[config.mk]
export PLATFORM = sky130hd
export DESIGN_NAME = mac_pe_stream
export DESIGN_NICKNAME = d
export VERILOG_FILES = /design/src/rtl/mac_pe_stream_pkg.sv /design/src/rtl/mac_pe_stream_sat.sv /design/src/rtl/mac_pe_stream.sv
export SDC_FILE = /design/constraint.sdc
export NUM_CORES = 1
export LEC_CHECK = 0
export ABC_AREA = 0
export BUFFER_PORTS_ARGS = -buffer_cell sky130_fd_sc_hd__clkbuf_2
export CAP_MARGIN = 15
export CORE_ASPECT_RATIO = 2
export CORE_MARGIN = 2
export CORE_UTILIZATION = 55
export DETAILED_ROUTE_END_ITERATION = 7
export PLACE_DENSITY = 0.86
export SETUP_SLACK_MARGIN = 0.1
export SLEW_MARGIN = 25
export SYNTH_ARGS = -nofsm -noshare
export SYNTH_HDL_FRONTEND = slang
export SYNTH_SLANG_ARGS = --single-unit
[constraint.sdc]
create_clock -name clk -period 7.63 [get_ports clk]
set_input_delay 1.9075 -clock clk [delete_from_list [all_inputs] [get_ports clk]]
set_output_delay 1.9075 -clock clk [all_outputs]
set_load 0.02 [all_outputs]
[src/rtl/mac_pe_stream_pkg.sv]
// Shared definitions for the MAC processing-element family: FSM state encoding
// and the saturation range check used by every PE's accumulator adder.
// Latency: n/a (types and a combinational helper). Backpressure: n/a.
package mac_pe_stream_pkg;

  // Widest accumulator the saturation helper supports (ACC_W must be < SAT_MAX_W).
  localparam int SAT_MAX_W = 64;

  typedef enum logic [1:0] {
    ST_IDLE = 2'd0,  // no beats since the last result
    ST_ACC  = 2'd1,  // at least one non-last beat accumulated
    ST_HOLD = 2'd2   // result presented, waiting for the consumer
  } pe_state_t;

  // Classifies an exact (ACC_W+1)-bit sum, pre-extended to SAT_MAX_W+1 bits,
  // against the ACC_W-bit range. Returns {above_max, below_min}.
  function automatic logic [1:0] sat_check(input logic signed [SAT_MAX_W:0] sum,
                                           input int acc_w,
                                           input logic is_signed);
    logic signed [SAT_MAX_W:0] one;
    logic signed [SAT_MAX_W:0] hi;
    logic signed [SAT_MAX_W:0] lo;
    one = (SAT_MAX_W+1)'(1);
    if (is_signed) begin
      hi = (one <<< (acc_w - 1)) - one;
      lo = -(one <<< (acc_w - 1));
    end else begin
      hi = (one <<< acc_w) - one;
      lo = '0;
    end
    return {sum > hi, sum < lo};
  endfunction

endpackage

[src/rtl/mac_pe_stream_sat.sv]
// Saturating accumulator adder: acc + addend computed exactly at ACC_W+1 bits,
// clamped to the ACC_W range; ovf flags that a clamp happened.
// Latency: combinational. Backpressure: n/a.
// Ports: acc (current accumulator), addend (extended product), sum (clamped), ovf.
module mac_sat_add
  import mac_pe_stream_pkg::*;
#(
  parameter int ACC_W  = 32,
  parameter int SIGNED = 0
) (
  input  logic [ACC_W-1:0] acc,
  input  logic [ACC_W:0]   addend,
  output logic [ACC_W-1:0] sum,
  output logic             ovf
);

  localparam logic [ACC_W-1:0] MAXV = (SIGNED != 0) ? {1'b0, {(ACC_W-1){1'b1}}} : {ACC_W{1'b1}};
  localparam logic [ACC_W-1:0] MINV = (SIGNED != 0) ? {1'b1, {(ACC_W-1){1'b0}}} : {ACC_W{1'b0}};

  logic                 acc_ext;
  logic [ACC_W:0]       acc_x;
  logic [ACC_W:0]       raw;
  logic                 raw_ext;
  logic [SAT_MAX_W:0]   raw_w;
  logic [1:0]           range;

  // Both operands fit ACC_W+1 bits exactly, so raw never wraps.
  assign acc_ext = (SIGNED != 0) & acc[ACC_W-1];
  assign acc_x   = {acc_ext, acc};
  assign raw     = acc_x + addend;
  assign raw_ext = (SIGNED != 0) & raw[ACC_W];
  assign raw_w   = {{(SAT_MAX_W-ACC_W){raw_ext}}, raw};
  assign range   = sat_check(raw_w, ACC_W, SIGNED != 0);

  assign ovf = |range;
  assign sum = range[1] ? MAXV :
               range[0] ? MINV : raw[ACC_W-1:0];

endmodule

[src/rtl/mac_pe_stream.sv]
// Streaming MAC processing element: accumulates in_a*in_b over a packet ending in
// in_last, forwards operands systolically, and holds a saturated result.
// Latency: result and forwarded operands appear one cycle after the accepting edge.
// Backpressure: in_ready drops only while a held result is not being taken.
// Ports: clk/reset (sync, active-high); in_* operand stream (valid/ready, last);
//        out_a/out_b/out_valid systolic forward; res_* result (valid/ready, data, ovf, count).
module mac_pe_stream
  import mac_pe_stream_pkg::*;
#(
  parameter int DATA_W = 8,
  parameter int ACC_W  = 32,
  parameter int SIGNED = 0,
  parameter int CNT_W  = 16
) (
  input  logic              clk,
  input  logic              reset,
  input  logic              in_valid,
  output logic              in_ready,
  input  logic [DATA_W-1:0] in_a,
  input  logic [DATA_W-1:0] in_b,
  input  logic              in_last,
  output logic [DATA_W-1:0] out_a,
  output logic [DATA_W-1:0] out_b,
  output logic              out_valid,
  output logic              res_valid,
  input  logic              res_ready,
  output logic [ACC_W-1:0]  res_data,
  output logic              res_ovf,
  output logic [CNT_W-1:0]  res_count
);

  localparam int PW = 2 * DATA_W;

  pe_state_t        state, state_nxt;
  logic             accept;
  logic [ACC_W-1:0] acc;
  logic             ovf_flag;
  logic [CNT_W-1:0] beat_cnt;
  logic [CNT_W-1:0] cnt_inc;

  logic             ext_a, ext_b, prod_ext;
  logic [PW-1:0]    a_x, b_x, prod;
  logic [ACC_W:0]   prod_x;
  logic [ACC_W-1:0] sum;
  logic             beat_ovf;

  assign res_valid = (state == ST_HOLD);
  assign in_ready  = !(res_valid && !res_ready);
  assign accept    = in_valid && in_ready;

  // Extending both operands to 2*DATA_W makes the low half of a plain multiply
  // the exact product in either signedness.
  assign ext_a    = (SIGNED != 0) & in_a[DATA_W-1];
  assign ext_b    = (SIGNED != 0) & in_b[DATA_W-1];
  assign a_x      = {{DATA_W{ext_a}}, in_a};
  assign b_x      = {{DATA_W{ext_b}}, in_b};
  assign prod     = a_x * b_x;
  assign prod_ext = (SIGNED != 0) & prod[PW-1];
  assign prod_x   = {{(ACC_W+1-PW){prod_ext}}, prod};

  mac_sat_add #(
    .ACC_W  (ACC_W),
    .SIGNED (SIGNED)
  ) u_sat (
    .acc    (acc),
    .addend (prod_x),
    .sum    (sum),
    .ovf    (beat_ovf)
  );

  // Beat count including the current beat, sticking at all-ones.
  assign cnt_inc = (beat_cnt == {CNT_W{1'b1}}) ? beat_cnt : beat_cnt + CNT_W'(1);

  always_ff @(posedge clk) begin
    if (reset) state <= ST_IDLE;
    else       state <= state_nxt;
  end

  always_comb begin
    state_nxt = state;
    case (state)
      ST_IDLE, ST_ACC: begin
        if (accept) state_nxt = in_last ? ST_HOLD : ST_ACC;
      end
      ST_HOLD: begin
        // A beat can only be accepted here when the result is being taken.
        if (res_ready) begin
          if (accept) state_nxt = in_last ? ST_HOLD : ST_ACC;
          else        state_nxt = ST_IDLE;
        end
      end
      default: state_nxt = ST_IDLE;
    endcase
  end

  always_ff @(posedge clk) begin
    if (reset) begin
      acc       <= '0;
      ovf_flag  <= 1'b0;
      beat_cnt  <= '0;
      out_a     <= '0;
      out_b     <= '0;
      out_valid <= 1'b0;
      res_data  <= '0;
      res_ovf   <= 1'b0;
      res_count <= '0;
    end else begin
      out_valid <= accept;
      if (accept) begin
        out_a <= in_a;
        out_b <= in_b;
        if (in_last) begin
          res_data  <= sum;
          res_ovf   <= ovf_flag | beat_ovf;
          res_count <= cnt_inc;
          acc       <= '0;
          ovf_flag  <= 1'b0;
          beat_cnt  <= '0;
        end else begin
          acc       <= sum;
          ovf_flag  <= ovf_flag | beat_ovf;
          beat_cnt  <= cnt_inc;
        end
      end
    end
  end

endmodule

# Word level (Yosys, flattened, before mapping)
# Index checks and enable logic that the tools add are counted.
# totals
latch_bits	0
memories	0
output_inout_bits	68
ff_bits	117
inputBits	21
mem_bits_ro	0
ramBits	0
# op_classes
n_eq_ne	5
n_lt_le_gt_ge	2
n_mux	11
addsub	2
bitwise_logic	1
n_reduce_logical	9
mul	1
div_mod_pow	0
n_shift	0
# ops
op	count
$mux 32	3
$add 32x16->33	1
$gt 33x32->1 const B	1
$lt 33x1->1 const B	1
$mux 16	2
$add 16x1->16 const B	1
$eq 16x16->1 const B	1
$mul 8x8->16	1
$mux 2	4
$pmux 2 s2	1
$reduce_and 2->1	2
$reduce_or 2->1	2
$eq 2x1->1 const B	1
$eq 2x2->1 const B	1
$logic_and 1x1->1	2
$logic_not 1->1	2
$logic_not 2->1	1
$ne 2x1->1 const B	1
$ne 2x2->1 const B	1
$mux 1	1
$or 1x1->1	1

# Longest topological paths before layout
# logic_depth
word_depth	7
depth_mapped	20
ltp_nobuf	17

# Cells and area by module
# A second synthesis with hierarchy kept.
# hier_totals
cells_unflattened	1067
area_unflattened_um2	8866.0
# modules_own_cells
mod	seq_area_each_um2	area_per_inst_um2	n_inst	cells_per_inst
mac_pe_stream	2342.2	6761.5	1	775
mac_sat_add	0.0	2104.5	1	292

# Worst setup path before layout
# No wires, ideal clock.
# synth_path
path_type	input-to-reg
start	input in_a[5]
end	register acc[22]
setup_time_ns	0.058
t_required_ns	7.572
stages	17
arrival_ns	6.275
setup_slack_ns	1.296
n_path_buf	2
cell_sequence	clkbuf_1 > and2_1 > fa_1 > fa_1 > inv_1 > fa_1 > fa_1 > inv_1 > ha_1 > clkbuf_2 > and3_2 > nand3_1 > a21o_1 > a311oi_4 > o211ai_1 > a2111o_1 > nand2_1
# synth_via
elab_chain_cells	6
elab_cells_between_ends	7
cone_classes	1 x add/sub; 1 x mul; 2 x order compare; 3 x mux
# synth_lines
item	line	text
start: declaration	mac_pe_stream.sv:19	input logic [DATA_W-1:0] in_a,
$mul 8x8->16 *	mac_pe_stream.sv:57	assign prod = a_x * b_x;
$add 32x16->33 *	mac_pe_stream_sat.sv:30	assign raw = acc_x + addend;
$lt 33x1->1	mac_pe_stream_pkg.sv:31	return {sum > hi, sum < lo};
$mux 32	mac_pe_stream_sat.sv:37	range[0] ? MINV : raw[ACC_W-1:0];
$mux 32 *	mac_pe_stream_sat.sv:36	assign sum = range[1] ? MAXV :
$mux 32 *	mac_pe_stream.sv:112	if (in_last) begin
end signal: assignment	mac_pe_stream.sv:120	acc <= sum;
end: declaration	mac_pe_stream.sv:36	logic [ACC_W-1:0] acc;
# Mark *: on every way between the ends. The rest lies on a longest branch, timed or not.
# A chain may end at the register's enable or synchronous reset.

# Worst setup path after layout
# layout_path
start	input in_a[5]
end	register acc[30]
# Same word-level chain as after synthesis.

==> impl_metrics.csv <==
group,metric,value,unit
placed_design,placed_cell_area,8240,sq um
pwr,power_density,319,nW/um^2
pwr,leakage,3.98,nW
logic_synthesis,synthTopCellsByArea,"dfxtp_1 30%, fa_1 13%, ha_1 6.8%",
logic_synthesis,yosysTopAreaCellShare,0.302,
final_layout,area_growth,15.2,%
sta,drv_slew,0,
floorplanning,core_area,13800,sq um
cts,clockRootBuffer,"clkbuf_16",
logic_synthesis,synth_top_area_cell,"dfxtp_1",
setup_path,worstReg2RegStart,"acc[7]$_SDFFE_PP0P_",
logic_synthesis,syn_nets,1027,
logic_synthesis,yosysSeqAreaShare,0.302,
logic_synthesis,synth-edff-count,0,
logic_synthesis,synthAdderAreaFrac,0.197,
sta,finalClockSkew,10.3,ps
setup_path,crit_type,"primary input to flip-flop",
logic_synthesis,synth_top_family_by_area,"adder cells",
setup_path,worstSetupStartpoint,"in_a[5]",
cts,cts_sinks,117,
drt,drt_iter0_drc,392,
logic_synthesis,synth-async-reset-ratio,0,
drt,vias_per_cell,5.71,
cts,htreeDepth,4,
pwr,peakVddDrop,188,uV
logic_synthesis,synthFlopType,"dfxtp_1",
logic_synthesis,synthSimpleGateAreaFrac,0.193,
setup_path,reg2reg_setup_slack,2560,ps
drt,routed_wl,19900,um
drt,dr_total_vias,6736,
placed_design,place_hpwl,13900,um
hold_path,holdCritStartpoint,"out_b[0]$_SDFFE_PP0P_",
sta,max-slew-margin-rel,0.316,
cts,cts_tree,"done",
sta,worst_pin_slew,1020,ps
logic_synthesis,syn_avg_cell_area,8.47,sq um
setup_path,required,7950,ps
hold_path,holdCritPathClass,"flip-flop to flip-flop",
setup_path,crit_path_cell_trace,"clkbuf_2 -> and2_1 -> fa_1 -> fa_1 -> inv_1 -> fa_1 -> fa_1 -> inv_1 -> ha_1 -> and3_2 -> nand3_1 -> a21o_1 -> a311oi_4 -> o211a_4 -> nor2_1 -> a311oi_1",
cts,clock_path_buffers,2,
global_route,antenna_found_initial,0,
sta,rsz0062_at_grt,"false",
cts,numCtsBuffers,17,
global_route,grt_pass1_wl,32700,um
floorplanning,fp.dieH,172,um
sta,finalHoldViolations,0,
floorplanning,die_area,15100,sq um
drt,firstDrtPassIters,5,
setup_path,crit_top_cell,"fa_1",
setup_path,worstSetupStartpointType,"primary input",
logic_synthesis,synth_seq_cells,117,
cts,worstSkewPairLatency,440,ps
drt,wl_per_cell,16.9,um
logic_synthesis,synth_compound_area_frac,0.187,
logic_synthesis,synth_warnings,0,
floorplanning,floorplan.initialDensity,0.561,
hold_path,min_to,"out_b[0]$_SDFFE_PP0P_",
global_route,grt_max_degree,83,
global_route,grt-ovfl-total,0,
setup_path,cp_top_family,"adder cells",
logic_synthesis,synthMuxAreaShare,0.00275,
sta,finalSetupViolations,0,
cts,cts_setup_buffers,0,
logic_synthesis,syn-instance-count,914,
setup_path,cp_data_arrival_time,6890,ps
drt,postRouteAntennaNets,0,
logic_synthesis,synth_xor_area_frac,0.0418,
sta,min_period_over_period,0.860,
hold_path,holdPathStages,2,
logic_synthesis,synth.distinct_cells,65,
setup_path,reg2reg_to,"res_data[30]$_SDFFE_PP0P_",
global_route,grt_pass1_vias,6961,
setup_path,cp-end-kind,"flip-flop",
setup_path,slowest_delay,570,ps
run_status,status,"finished clean",
placed_design,globalplace.congestion,0.925,
floorplanning,die_w,87.9,um
cts,ctsResizeCount,0,
logic_synthesis,syn_area,7740,sq um
flow_run,cap_viol_max_count,0,
floorplanning,fp-row-count,61,
sta,max_freq,152,MHz
final_layout,drive_above_1_share,0.164,
placed_design,port_buffers,88,
global_route,grt.total_usage,0.277,
final_layout,final_net_count,1091,
cts,cts-hold-fix-buffers,0,
final_layout,diodes,0,
cts,path_clk_slew,60,ps
setup_path,reg2regPathDepth,14,
setup_path,critical_path.slowest_cell,"fa_1",
floorplanning,ioPinCount,89,
sta,finalSetupTns,0,ps
final_layout,design_area,8920,sq um
setup_path,worst-path-buf-inv,3,
drt,drc,0,
sta,period_needed,6560,ps
setup_path,worst-path-max-fanout,23,
power breakdown:
part	internal [mW]	total, mW	leakage [nW]	switching [mW]
registers	0.665	0.698	0.956	0.0335
clock network	0.602	0.920	0.325	0.319
logic	0.457	1.23	2.70	0.774
synth_stat cells, types with 3 or more instances:
cell / number
a211oi_1: 20
a211oi_2: 20
a21o_1: 12
a21oi_1: 54
a22oi_1: 4
a311oi_1: 11
a31oi_1: 9
and2_1: 36
and3_1: 11
and4_1: 3
buf_6: 3
clkbuf_1: 38
clkbuf_2: 4
dfxtp_1: 117
fa_1: 50
ha_1: 42
inv_1: 100
nand2_1: 117
nand2b_1: 4
nand3_1: 11
nand4_1: 5
nor2_1: 96
nor2b_1: 3
nor3_1: 16
nor3b_1: 3
nor4_1: 4
o211ai_1: 5
o21a_1: 3
o21ai_0: 36
xnor2_1: 23
xor2_1: 14
through the flow:
step | total power, mW | instances | utilization | hold WS, ps | worst slack [ps]
floorplan | 1.61 | 914 | - | 425 | 1300
global placement | 1.85 | 1147 | 0.597 | 433 | 769
detailed placement | 1.88 | 1147 | 0.597 | 444 | 693
CTS | 2.83 | 1179 | 0.645 | 454 | 1080
global route | 3.02 | 1180 | 0.646 | 470 | 821
finish | 2.85 | 1180 | 0.646 | 452 | 1070
routing by layer:
layer	global-route usage	routed length [um]	share of wire	vias to the layer above
met5	0	0	0	-
li1	-	-	-	3182
met2	0.512	10900	0.55	273
met3	0.0465	990	0.050	87
met1	0.285	6930	0.35	3194
met4	0.155	1030	0.052	0
final cells by class:
cell class | count | area [sq um]
inverters | 100 | 375
repair buffers | 93 | 475
fillers | 1105 | 4900
multi-input cells | 649 | 4820
clock inverters | 13 | 215
flip-flops and latches | 117 | 2340
clock buffers | 19 | 453
well taps | 189 | 236
cells in the final DEF (no fill, tap or decap), drive strengths merged, types with 4 or more instances in the layout:
cell type / instances
dfxtp: 117
o21ai: 36
a31oi: 9
a21o: 12
nand4: 5
fa: 50
clkbuf: 106
nand2: 117
xor2: 14
nand2b: 4
a21oi: 54
and3: 13
a311oi: 13
a211oi: 40
xnor2: 23
buf: 6
inv: 105
bufinv: 5
o211ai: 5
a22oi: 4
nand3: 12
nor2: 97
nor3: 18
ha: 42
and2: 36
nor4: 5
flip-flops by register name, summed over array words and instances, names as in the netlist:
signal	cells
res_data	32
res_count	16
out_b	8
ovf_flag	1
res_ovf	1
beat_cnt	16
acc	32
out_a	8
state	2
out_valid	1
worst max-delay path by stage:
| stage | to | cells past startpoint |
|---|---|---|
| 2_1_floorplan | acc[22]$_SDFFE_PP0P_ | 17 |
| 3_3_place_gp | acc[22]$_SDFFE_PP0P_ | 16 |
| 3_5_place_dp | acc[22]$_SDFFE_PP0P_ | 16 |
| 4_1_cts | acc[22]$_SDFFE_PP0P_ | 16 |
| 5_1_grt | res_data[30]$_SDFFE_PP0P_ | 16 |
| 6_report | acc[30]$_SDFFE_PP0P_ | 16 |
worst min-delay path, stage by stage, from the launching register on:
cell and delay (ps):
dfxtp_1 310, nand2_1 50, a21oi_1 50
kinds of logic (layout without fill, tap and decap cells):
logic type | count (synthesis) | in the layout
and+or+nand+nor | 323 | 323
AOI/OAI and AO/OA | 195 | 195
muxes | 2 | 2
buffers and inverters | 148 | 225
xor gates and xnor gates | 37 | 37
adders and majority gates | 92 | 92
DFF | 117 | 117
Power figures use the tool's default switching activity.
